### config.mk
export PLATFORM = sky130hd
export DESIGN_NAME = hazard_scoreboard_flat
export DESIGN_NICKNAME = d
export VERILOG_FILES = /design/src/rtl/hazard_scoreboard_if.sv /design/src/rtl/hazard_scoreboard.sv /design/src/flat_wrapper.sv
export SDC_FILE = /design/constraint.sdc
export NUM_CORES = 1
export LEC_CHECK = 0
export CAP_MARGIN = 20
export CORE_ASPECT_RATIO = 0.6
export CORE_MARGIN = 2
export CORE_UTILIZATION = 60
export CTS_BUF_LIST = sky130_fd_sc_hd__clkbuf_4 sky130_fd_sc_hd__clkbuf_8
export CTS_CLUSTER_SIZE = 40
export DETAILED_ROUTE_END_ITERATION = 7
export PLACE_DENSITY = 0.8
export SYNTH_ARGS = -nofsm -noshare
export SYNTH_HDL_FRONTEND = slang
export SYNTH_SLANG_ARGS = --single-unit
### constraint.sdc
create_clock -name clk -period 5.3 [get_ports clk]
set_clock_uncertainty 0.05 [all_clocks]
set_input_delay 1.06 -clock clk [delete_from_list [all_inputs] [get_ports clk]]
set_output_delay 1.06 -clock clk [all_outputs]
set_load 0.005 [all_outputs]
### src/rtl/hazard_scoreboard_if.sv
// hazard_scoreboard_if: ID-stage instruction, long-unit completion and hazard/forward control bundle.
interface hazard_scoreboard_if #(
  parameter int REG_AW     = 5,
  parameter int FWD_STAGES = 2,
  parameter int FWD_W      = $clog2(FWD_STAGES + 1)
);
  logic              id_valid;
  logic [REG_AW-1:0] id_rs1, id_rs2, id_rd, long_rd;
  logic              id_use_rs1, id_use_rs2, id_regwrite, id_is_load, id_is_long;
  logic              long_done, flush;
  logic              stall, issue, long_busy;
  logic [FWD_W-1:0]  fwd_a, fwd_b;
  logic [15:0]       stall_count;
  modport master (
    output id_valid, id_rs1, id_rs2, id_use_rs1, id_use_rs2, id_rd, id_regwrite,
           id_is_load, id_is_long, long_done, long_rd, flush,
    input  stall, issue, fwd_a, fwd_b, long_busy, stall_count
  );
  modport slave (
    input  id_valid, id_rs1, id_rs2, id_use_rs1, id_use_rs2, id_rd, id_regwrite,
           id_is_load, id_is_long, long_done, long_rd, flush,
    output stall, issue, fwd_a, fwd_b, long_busy, stall_count
  );
endinterface

### src/rtl/hazard_scoreboard.sv
// hazard_scoreboard: per-register countdown/age scoreboard driving stall, issue and EX forward selects.
module hazard_scoreboard #(
  parameter int REG_AW     = 5,
  parameter int FWD_STAGES = 2,
  parameter int FWD_W      = $clog2(FWD_STAGES + 1),
  parameter int LOAD_LAT   = 1,
  parameter int ALU_LAT    = 0,
  parameter int CNT_W      = 4
) (
  input logic               clk,
  input logic               rst,
  hazard_scoreboard_if.slave bus
);
  localparam int NREGS = 2 ** REG_AW;
  localparam int AGE_W = $clog2(FWD_STAGES + 2);
  localparam logic [CNT_W-1:0] LONG = '1;
  localparam logic [AGE_W-1:0] AGE_MAX = AGE_W'(FWD_STAGES + 1);
  logic [CNT_W-1:0] r_cnt [NREGS];
  logic [AGE_W-1:0] r_age [NREGS];
  logic             r_long_busy;
  logic [15:0]      r_stall_count;
  logic [FWD_W-1:0] r_fwd_a, r_fwd_b;
  logic             w_blk1, w_blk2, w_waw, w_stall, w_issue, w_write;
  logic [CNT_W-1:0] w_lat;
  logic [FWD_W-1:0] w_sel_a, w_sel_b;
  always_comb begin
    w_blk1  = bus.id_use_rs1 && bus.id_rs1 != '0 && r_cnt[bus.id_rs1] != '0;
    w_blk2  = bus.id_use_rs2 && bus.id_rs2 != '0 && r_cnt[bus.id_rs2] != '0;
    w_waw   = bus.id_regwrite && bus.id_rd != '0 && r_cnt[bus.id_rd] == LONG;
    w_stall = bus.id_valid && !bus.flush && (w_blk1 || w_blk2 || w_waw || (bus.id_is_long && r_long_busy));
    w_issue = bus.id_valid && !w_stall && !bus.flush;
    w_write = w_issue && bus.id_regwrite && bus.id_rd != '0;
    w_lat   = bus.id_is_long ? LONG : bus.id_is_load ? CNT_W'(LOAD_LAT) : CNT_W'(ALU_LAT);
    w_sel_a = (bus.id_use_rs1 && bus.id_rs1 != '0 && r_age[bus.id_rs1] < AGE_W'(FWD_STAGES))
              ? FWD_W'(r_age[bus.id_rs1] + AGE_W'(1)) : '0;
    w_sel_b = (bus.id_use_rs2 && bus.id_rs2 != '0 && r_age[bus.id_rs2] < AGE_W'(FWD_STAGES))
              ? FWD_W'(r_age[bus.id_rs2] + AGE_W'(1)) : '0;
  end
  // Long results are read from the register file, so completion retires the entry outright.
  always_ff @(posedge clk or negedge rst) begin
    if (!rst) begin
      for (int r = 0; r < NREGS; r++) begin
        r_cnt[r] <= '0;
        r_age[r] <= AGE_MAX;
      end
      r_long_busy   <= 1'b0;
      r_stall_count <= '0;
      r_fwd_a       <= '0;
      r_fwd_b       <= '0;
    end else begin
      for (int r = 0; r < NREGS; r++) begin
        if (bus.long_done && bus.long_rd == REG_AW'(r)) begin
          r_cnt[r] <= '0;
          r_age[r] <= AGE_MAX;
        end else if (w_write && bus.id_rd == REG_AW'(r)) begin
          r_cnt[r] <= w_lat;
          r_age[r] <= '0;
        end else begin
          if (r_cnt[r] != '0 && r_cnt[r] != LONG) r_cnt[r] <= r_cnt[r] - CNT_W'(1);
          if (r_age[r] < AGE_MAX) r_age[r] <= r_age[r] + AGE_W'(1);
        end
      end
      if (bus.long_done) r_long_busy <= 1'b0;
      if (w_issue && bus.id_is_long) r_long_busy <= 1'b1;
      if (w_stall && r_stall_count != 16'hFFFF) r_stall_count <= r_stall_count + 16'd1;
      r_fwd_a <= w_issue ? w_sel_a : '0;
      r_fwd_b <= w_issue ? w_sel_b : '0;
    end
  end
  long_done_pending: assert property (@(posedge clk) disable iff (!rst)
    bus.long_done |-> r_cnt[bus.long_rd] == LONG);
  assign bus.stall       = w_stall;
  assign bus.issue       = w_issue;
  assign bus.fwd_a       = r_fwd_a;
  assign bus.fwd_b       = r_fwd_b;
  assign bus.long_busy   = r_long_busy;
  assign bus.stall_count = r_stall_count;
endmodule

### src/flat_wrapper.sv
// flat-port wrapper written by rule: the top's interface ports become plain ports
module hazard_scoreboard_flat 
#(
  parameter int REG_AW     = 5,
  parameter int FWD_STAGES = 2,
  parameter int FWD_W      = $clog2(FWD_STAGES + 1),
  parameter int LOAD_LAT   = 1,
  parameter int ALU_LAT    = 0,
  parameter int CNT_W      = 4
)
  (clk, rst, bus_id_valid, bus_id_rs1, bus_id_rs2, bus_id_use_rs1, bus_id_use_rs2, bus_id_rd, bus_id_regwrite, bus_id_is_load, bus_id_is_long, bus_long_done, bus_long_rd, bus_flush, bus_stall, bus_issue, bus_fwd_a, bus_fwd_b, bus_long_busy, bus_stall_count);
  hazard_scoreboard_if #(.REG_AW(REG_AW), .FWD_STAGES(FWD_STAGES), .FWD_W(FWD_W)) bus_i ();
  input logic clk;
  input logic rst;
  input wire logic [$bits(bus_i.id_valid)-1:0] bus_id_valid;
  input wire logic [$bits(bus_i.id_rs1)-1:0] bus_id_rs1;
  input wire logic [$bits(bus_i.id_rs2)-1:0] bus_id_rs2;
  input wire logic [$bits(bus_i.id_use_rs1)-1:0] bus_id_use_rs1;
  input wire logic [$bits(bus_i.id_use_rs2)-1:0] bus_id_use_rs2;
  input wire logic [$bits(bus_i.id_rd)-1:0] bus_id_rd;
  input wire logic [$bits(bus_i.id_regwrite)-1:0] bus_id_regwrite;
  input wire logic [$bits(bus_i.id_is_load)-1:0] bus_id_is_load;
  input wire logic [$bits(bus_i.id_is_long)-1:0] bus_id_is_long;
  input wire logic [$bits(bus_i.long_done)-1:0] bus_long_done;
  input wire logic [$bits(bus_i.long_rd)-1:0] bus_long_rd;
  input wire logic [$bits(bus_i.flush)-1:0] bus_flush;
  output wire logic [$bits(bus_i.stall)-1:0] bus_stall;
  output wire logic [$bits(bus_i.issue)-1:0] bus_issue;
  output wire logic [$bits(bus_i.fwd_a)-1:0] bus_fwd_a;
  output wire logic [$bits(bus_i.fwd_b)-1:0] bus_fwd_b;
  output wire logic [$bits(bus_i.long_busy)-1:0] bus_long_busy;
  output wire logic [$bits(bus_i.stall_count)-1:0] bus_stall_count;
  assign bus_i.id_valid = bus_id_valid;
  assign bus_i.id_rs1 = bus_id_rs1;
  assign bus_i.id_rs2 = bus_id_rs2;
  assign bus_i.id_use_rs1 = bus_id_use_rs1;
  assign bus_i.id_use_rs2 = bus_id_use_rs2;
  assign bus_i.id_rd = bus_id_rd;
  assign bus_i.id_regwrite = bus_id_regwrite;
  assign bus_i.id_is_load = bus_id_is_load;
  assign bus_i.id_is_long = bus_id_is_long;
  assign bus_i.long_done = bus_long_done;
  assign bus_i.long_rd = bus_long_rd;
  assign bus_i.flush = bus_flush;
  assign bus_stall = bus_i.stall;
  assign bus_issue = bus_i.issue;
  assign bus_fwd_a = bus_i.fwd_a;
  assign bus_fwd_b = bus_i.fwd_b;
  assign bus_long_busy = bus_i.long_busy;
  assign bus_stall_count = bus_i.stall_count;
  hazard_scoreboard #(.REG_AW(REG_AW), .FWD_STAGES(FWD_STAGES), .FWD_W(FWD_W), .LOAD_LAT(LOAD_LAT), .ALU_LAT(ALU_LAT), .CNT_W(CNT_W)) u_core (.clk(clk), .rst(rst), .bus(bus_i));
endmodule
Word level (Yosys, flattened, before mapping)
Index checks and enable logic that the tools add are counted.
{"block": "classes", "add_sub_neg": 67, "n_mul": 0, "div": 0, "magnitude_cmp": 37, "eq_ne": 96, "shift": 0, "n_mux": 215, "bitwise_logic": 3, "n_reduce_logical": 222}
{"operator": "two-way mux 4 bit", "n": 103}
{"operator": "two-way mux 2 bit", "n": 104}
{"operator": "nonzero test 3 bit", "n": 64}
{"operator": "equality test 5 bit (second input constant)", "n": 32}
{"operator": "nonzero test 4 bit", "n": 34}
{"operator": "inequality test 4 bit (second input constant)", "n": 32}
{"operator": "subtractor 4 x 1 -> 4 bit (second input constant)", "n": 32}
{"operator": "logical AND 1 bit", "n": 113}
{"operator": "equality test 5 x 4 -> 1 bit (second input constant)", "n": 16}
{"operator": "adder 2 x 1 -> 2 bit (second input constant)", "n": 34}
{"operator": "less-than comparator 2 bit (second input constant)", "n": 34}
{"operator": "binary-select mux 4 bit (select 5 bit)", "n": 3}
{"operator": "equality test 5 x 3 -> 1 bit (second input constant)", "n": 8}
{"operator": "binary-select mux 2 bit (select 5 bit)", "n": 2}
{"operator": "equality test 5 x 2 -> 1 bit (second input constant)", "n": 4}
{"operator": "greater-or-equal comparator 6 bit (second input constant)", "n": 3}
{"operator": "NOT 5 -> 6 bit", "n": 3}
{"operator": "adder 16 x 1 -> 16 bit (second input constant)", "n": 1}
{"operator": "inequality test 16 bit (second input constant)", "n": 1}
{"operator": "nonzero test 5 bit", "n": 3}
{"operator": "equality test 5 x 1 -> 1 bit (second input constant)", "n": 2}
{"operator": "zero test 5 bit", "n": 2}
{"operator": "equality test 4 bit (second input constant)", "n": 1}
{"operator": "logical OR 1 bit", "n": 3}
{"operator": "3 further kinds", "n": 6}
{"block": "word_totals", "regBits": 213, "latchBits": 0, "ramBits": 0, "rom_bits": 0, "elab_cells": 708, "n_memories": 0}

Depth between registers and ports, before layout
{"block": "logic_depth", "depth_word": 18, "depth_mapped": 13, "ltp_nobuf": 8}

Worst setup path before layout
Ideal clock, no wire load.
{"block": "synth_timing", "path_type": "input -> output", "start": "in bus_id_rd[1]", "end": "out bus_stall", "t_arrival_ns": 3.457, "t_required_ns": 4.190, "setup_slack_ns": 0.733, "path_stages": 10, "n_path_buf": 3, "path_cell_list": "buf_2 mux4_2 mux4_2 a21boi_0 and4_1 a2111o_1 nor3_2 buf_4 buf_2 nor2_1"}
{"block": "synth_via", "elab_chain_cells": 9, "word_cells_on_any_way": 11, "classes_between": "1 x eq/ne; 3 x mux; 1 x bitwise; 6 x reduce/logical"}
{"element": "start: declaration", "line": "flat_wrapper.sv:20", "rtl": "input wire logic [$bits(bus_i.id_rd)-1:0] bus_id_rd;"}
{"element": "NOT 5 -> 6 bit (implied by the code)", "line": "hazard_scoreboard.sv:29", "rtl": "w_waw = bus.id_regwrite && bus.id_rd != '0 && r_cnt[bus.id_rd] == LONG;"}
{"element": "binary-select mux 4 bit (select 5 bit)", "line": "hazard_scoreboard.sv:29"}
{"element": "two-way mux 4 bit (implied by the code) (2 in a row)", "line": "hazard_scoreboard.sv:29"}
{"element": "equality test 4 bit", "line": "hazard_scoreboard.sv:29"}
{"element": "logical AND 1 bit *", "line": "hazard_scoreboard.sv:29"}
{"element": "logical OR 1 bit * (2 in a row)", "line": "hazard_scoreboard.sv:30", "rtl": "w_stall = bus.id_valid && !bus.flush && (w_blk1 || w_blk2 || w_waw || (bus.id_is_long && r_long_busy));"}
{"element": "logical AND 1 bit *", "line": "hazard_scoreboard.sv:30"}
{"element": "end: declaration", "line": "flat_wrapper.sv:27", "rtl": "output wire logic [$bits(bus_i.stall)-1:0] bus_stall;"}
Every way passes the cells marked *; elsewhere a longest branch is shown, timed or not. The select of a mux whose other input is x is not followed.

Worst setup path after layout
{"block": "layout_timing", "start": "in bus_id_rd[2]", "end": "out bus_issue"}
{"block": "layout_via", "elab_chain_cells": 12, "word_cells_on_any_way": 14, "classes_between": "1 x eq/ne; 3 x mux; 1 x bitwise; 9 x reduce/logical"}
{"element": "NOT 5 -> 6 bit (implied by the code)", "line": "hazard_scoreboard.sv:29"}
{"element": "binary-select mux 4 bit (select 5 bit)", "line": "hazard_scoreboard.sv:29"}
{"element": "two-way mux 4 bit (implied by the code) (2 in a row)", "line": "hazard_scoreboard.sv:29"}
{"element": "equality test 4 bit", "line": "hazard_scoreboard.sv:29"}
{"element": "logical AND 1 bit *", "line": "hazard_scoreboard.sv:29"}
{"element": "logical OR 1 bit * (2 in a row)", "line": "hazard_scoreboard.sv:30"}
{"element": "logical AND 1 bit *", "line": "hazard_scoreboard.sv:30"}
{"element": "zero test 1 bit *", "line": "hazard_scoreboard.sv:31", "rtl": "w_issue = bus.id_valid && !w_stall && !bus.flush;"}
{"element": "logical AND 1 bit * (2 in a row)", "line": "hazard_scoreboard.sv:31"}
{"element": "end: declaration", "line": "flat_wrapper.sv:28", "rtl": "output wire logic [$bits(bus_i.issue)-1:0] bus_issue;"}
Marks and branches as above.

==> summary.md <==
| Metric | Value |
|---|---|
| Status | `finished, final reports clean` |
| Overall power of the completed layout | `10.5 mW` |
| Number of placed instances, taps included | `2110` |
| Cells on worst reg2reg path | `8` |
| Non-filler cells in the finished layout | `2175` |
| Number of synthesized register bits | `213` |
| Count of boundary I/O pins | `53` |
| Count of antenna-violating nets left after detailed routing | `0` |
| Largest net degree at the start of global routing | `116` |
| Slew margin rel. | `0.155` |
| Cell count after synthesis | `1724` |
| Layout overhead on the synthesized area | `12.0%` |
| Average vias per placed instance | `6.83` |
| Cell Rows | `45` |
| Leakage power | `7.35 nW` |
| Number of levels the H-tree was split into | `2` |
| Critical path data required time | `4.19 ns` |
| Detailed-routing iteration count for the pre-antenna-repair pass | `7` |
| Final #Nets | `1924` |
| Biggest fanout along the worst timing path | `14` |
| Library cells used by synthesis | `65` |
| CP cell instances | `clkdlybuf4s50_1 > mux4_2 > a21boi_0 > and4_1 > a2111oi_4 > nand3_2 > nor2_1 > buf_4 > clkdlybuf4s50_1` |
| Sum of routed wire length over all layers | `53.8 mm` |
| First-pass GRT wire length | `82.0 mm` |
| Reg-to-Reg End | `u_core.r_cnt[95]` |
| Master cell of the clock root buffer | `sky130_fd_sc_hd__clkbuf_8` |
| Delay-heaviest family, CP | `buffers and inverters` |
| First DRT Iteration DRCs | `1904` |
| Max rail drop VDD | `361 uV` |
| Setup WS pre-CTS | `0.0475 ns` |
| Number of buffers added on ports | `52` |
| Height of the die | `130 um` |
| Via count of the first global-routing pass | `14100` |
| Share of the yosys chip area belonging to registers | `0.343` |
| CP most frequent cell | `sky130_fd_sc_hd__clkdlybuf4s50_1` |
| Crit Path Category | `in2out` |
| Fin. Hold Viols | `0` |
| Type of destination of the critical path | `output port` |
| Share of cells above drive strength 1 | `0.149` |
| Clock latency on the worst-skew pair | `0.60 ns` |
| Number of buffer and inverter stages on the critical path | `3` |
| Highest-count cells in the layout ignoring fill and taps | `sky130_fd_sc_hd__nand2_1 (219), sky130_fd_sc_hd__o21ai_0 (163), sky130_fd_sc_hd__dfrtp_1 (149)` |
| Per-cell routed wire length | `24.7 um` |
| Ys Warns | `0` |
| Crit-path slowest cell | `sky130_fd_sc_hd__clkdlybuf4s50_1` |
| CTS clock-pin slew for the worst setup and hold paths | `0.07 ns` |
| Post-CTS Setup Repair Bufs | `0` |
| Period utilisation layout | `0.968` |
| Largest area contributor in the netlist | `sky130_fd_sc_hd__dfrtp_1` |
| RR Startpoint | `u_core.r_cnt[28]` |
| Timing-limited maximum frequency | `0.195 GHz` |
| RSZ-0062 raised after global routing | `false` |
| Dominant register cell in the synthesized netlist | `sky130_fd_sc_hd__dfrtp_1` |
| Count of max-cap constraint violations | `0` |
| Worst EP arrival | `4.02 ns` |
| Summed instance area of the synthesized netlist | `0.0158 mm^2` |
| Commonest non-fill, non-tap cell in the layout | `sky130_fd_sc_hd__nand2_1` |
| Pins Over Slew Limit | `0` |
| Synth top area share | `0.236` |
| TritonCTS buffer count | `35` |
| Die extent in x | `213 um` |
| Worst hold path class | `in2async` |
| Sum Neg Setup Slack | `0 ns` |
| Floorplan die area | `0.0276 mm^2` |
| Post-DP HPWL | `40.4 mm` |
| Clk sink count | `213` |
| Setup slack, reg-to-reg | `1.20 ns` |
| Syn Nets | `1851` |
| Initial antenna violation count | `1` |
| Number of vias in the routed layout | `14900` |
| Share of async-settable or async-resettable flops after synthesis | `1.00` |
| Remaining Overflow, GRT | `0` |
| Kind of start point of the critical path | `input port` |
| Cell Pwr Density | `594 mW/mm^2` |
| Residual DRC count | `0` |
| Core region area | `0.0256 mm^2` |
| EDFF count, synth | `0` |
| Cell types with the largest area share after synthesis | `sky130_fd_sc_hd__dfrtp_1 (24%), sky130_fd_sc_hd__dfstp_2 (11%), sky130_fd_sc_hd__mux4_2 (9.7%)` |
| Weighted congestion at the end of routability-driven global placement | `1.05` |
| Starting density of the core | `0.617` |
| Synthesized area per cell | `9.15 um^2` |
| Period minus WS final | `5.13 ns` |
| Final-report setup violation count | `0` |
| Worst stage delay on the critical path | `0.89 ns` |
| CTS tree | `done` |
| Slew of the pin with the lowest slew margin | `1.26 ns` |
| Aggregate global-route resource usage | `0.399` |
| Max Buffers Root-to-Sink | `3` |
| Slack of the critical path | `0.170 ns` |
-- power breakdown --
| group | switching [mW] | total, mW | internal [mW] | leakage [nW] |
|---|---|---|---|---|
| Combinational | 2.58 | 4.96 | 2.38 | 4.43 |
| Clock | 0.753 | 1.64 | 0.886 | 0.411 |
| Sequential | 1.28 | 3.91 | 2.62 | 2.52 |
| Total | 4.62 | 10.5 | 5.88 | 7.35 |
-- final cells by class --
| cell class | count | area [um^2] |
|---|---|---|
| diodes | 1 | 2.50 |
| clock inverters | 10 | 90.1 |
| inverters | 112 | 420 |
| well taps | 352 | 440 |
| repair buffers | 103 | 953 |
| fillers | 1963 | 7890 |
| multi-input cells | 1332 | 9670 |
| flip-flops and latches | 213 | 5410 |
| clock buffers | 52 | 684 |
-- worst max-delay path by stage --
stage	cells after the start	start	endpoint	slack [ns]
final	9	bus_id_rd[2]	bus_issue	0.17
after global routing	10	bus_id_rd[2]	bus_issue	0.01
after CTS	10	bus_id_rd[3]	bus_issue	0.05
after detailed placement	10	bus_id_rd[3]	bus_issue	0.05
after global placement	10	bus_id_rd[3]	bus_issue	0.08
after floorplan	10	bus_id_rd[1]	bus_stall	0.73
-- sequential cells by signal, indices dropped and copies added, names as in the netlist --
signal and flops:
u_core.bus.fwd_a 2, u_core.bus.stall_count 16, u_core.r_cnt 128, u_core.bus.fwd_b 2, u_core.r_age 64, u_core.bus.long_busy 1
-- kinds of logic after synthesis --
logic type      synth area share
simple gates               0.191
compound gates             0.156
flops                      0.343
buf+inv                   0.0445
mux                        0.142
fa+ha+maj                 0.0769
xor+xnor                  0.0461
-- per-layer routing --
metal  routed length [um]  part of all wire  track usage  vias up
met5                  230            0.0043       0.0603        -
met4                 1610             0.030        0.115        6
met3                 9780              0.18        0.220      161
met2                20500              0.38        0.532     1032
met1                21700              0.40        0.547     7163
li1                     -                 -            -     6504
-- metrics by stage --
step                utilization  cell area (um^2)  hold slack [ns]
floorplan                     -             15800            0.431
global placement          0.660             16900            0.428
detailed placement        0.660             16900            0.438
CTS                       0.690             17600            0.447
global route              0.691             17700            0.462
finish                    0.691             17700            0.433
-- cell usage after synthesis (27+ instances only) --
master                     number
sky130_fd_sc_hd__nand2_1      219
sky130_fd_sc_hd__o21ai_0      163
sky130_fd_sc_hd__dfrtp_1      149
sky130_fd_sc_hd__inv_1        109
sky130_fd_sc_hd__nor2_1       105
sky130_fd_sc_hd__ha_1          97
sky130_fd_sc_hd__mux2i_1       69
sky130_fd_sc_hd__nand3_1       69
sky130_fd_sc_hd__mux4_2        68
sky130_fd_sc_hd__dfstp_2       64
sky130_fd_sc_hd__nor3_1        51
sky130_fd_sc_hd__a21oi_1       47
sky130_fd_sc_hd__xnor2_1       47
sky130_fd_sc_hd__nand4_1       41
sky130_fd_sc_hd__clkbuf_1      38
sky130_fd_sc_hd__o31ai_1       37
sky130_fd_sc_hd__xor2_1        36
sky130_fd_sc_hd__o211ai_1      35
sky130_fd_sc_hd__nor4_1        33
sky130_fd_sc_hd__a211oi_1      27
-- repair_timing --
item                       in CTS  in global routing
hold buffers                    0                  0
setup endpoints to repair       0                  2
gates resized for setup         0                  2
(Power assumes the default switching activity.)
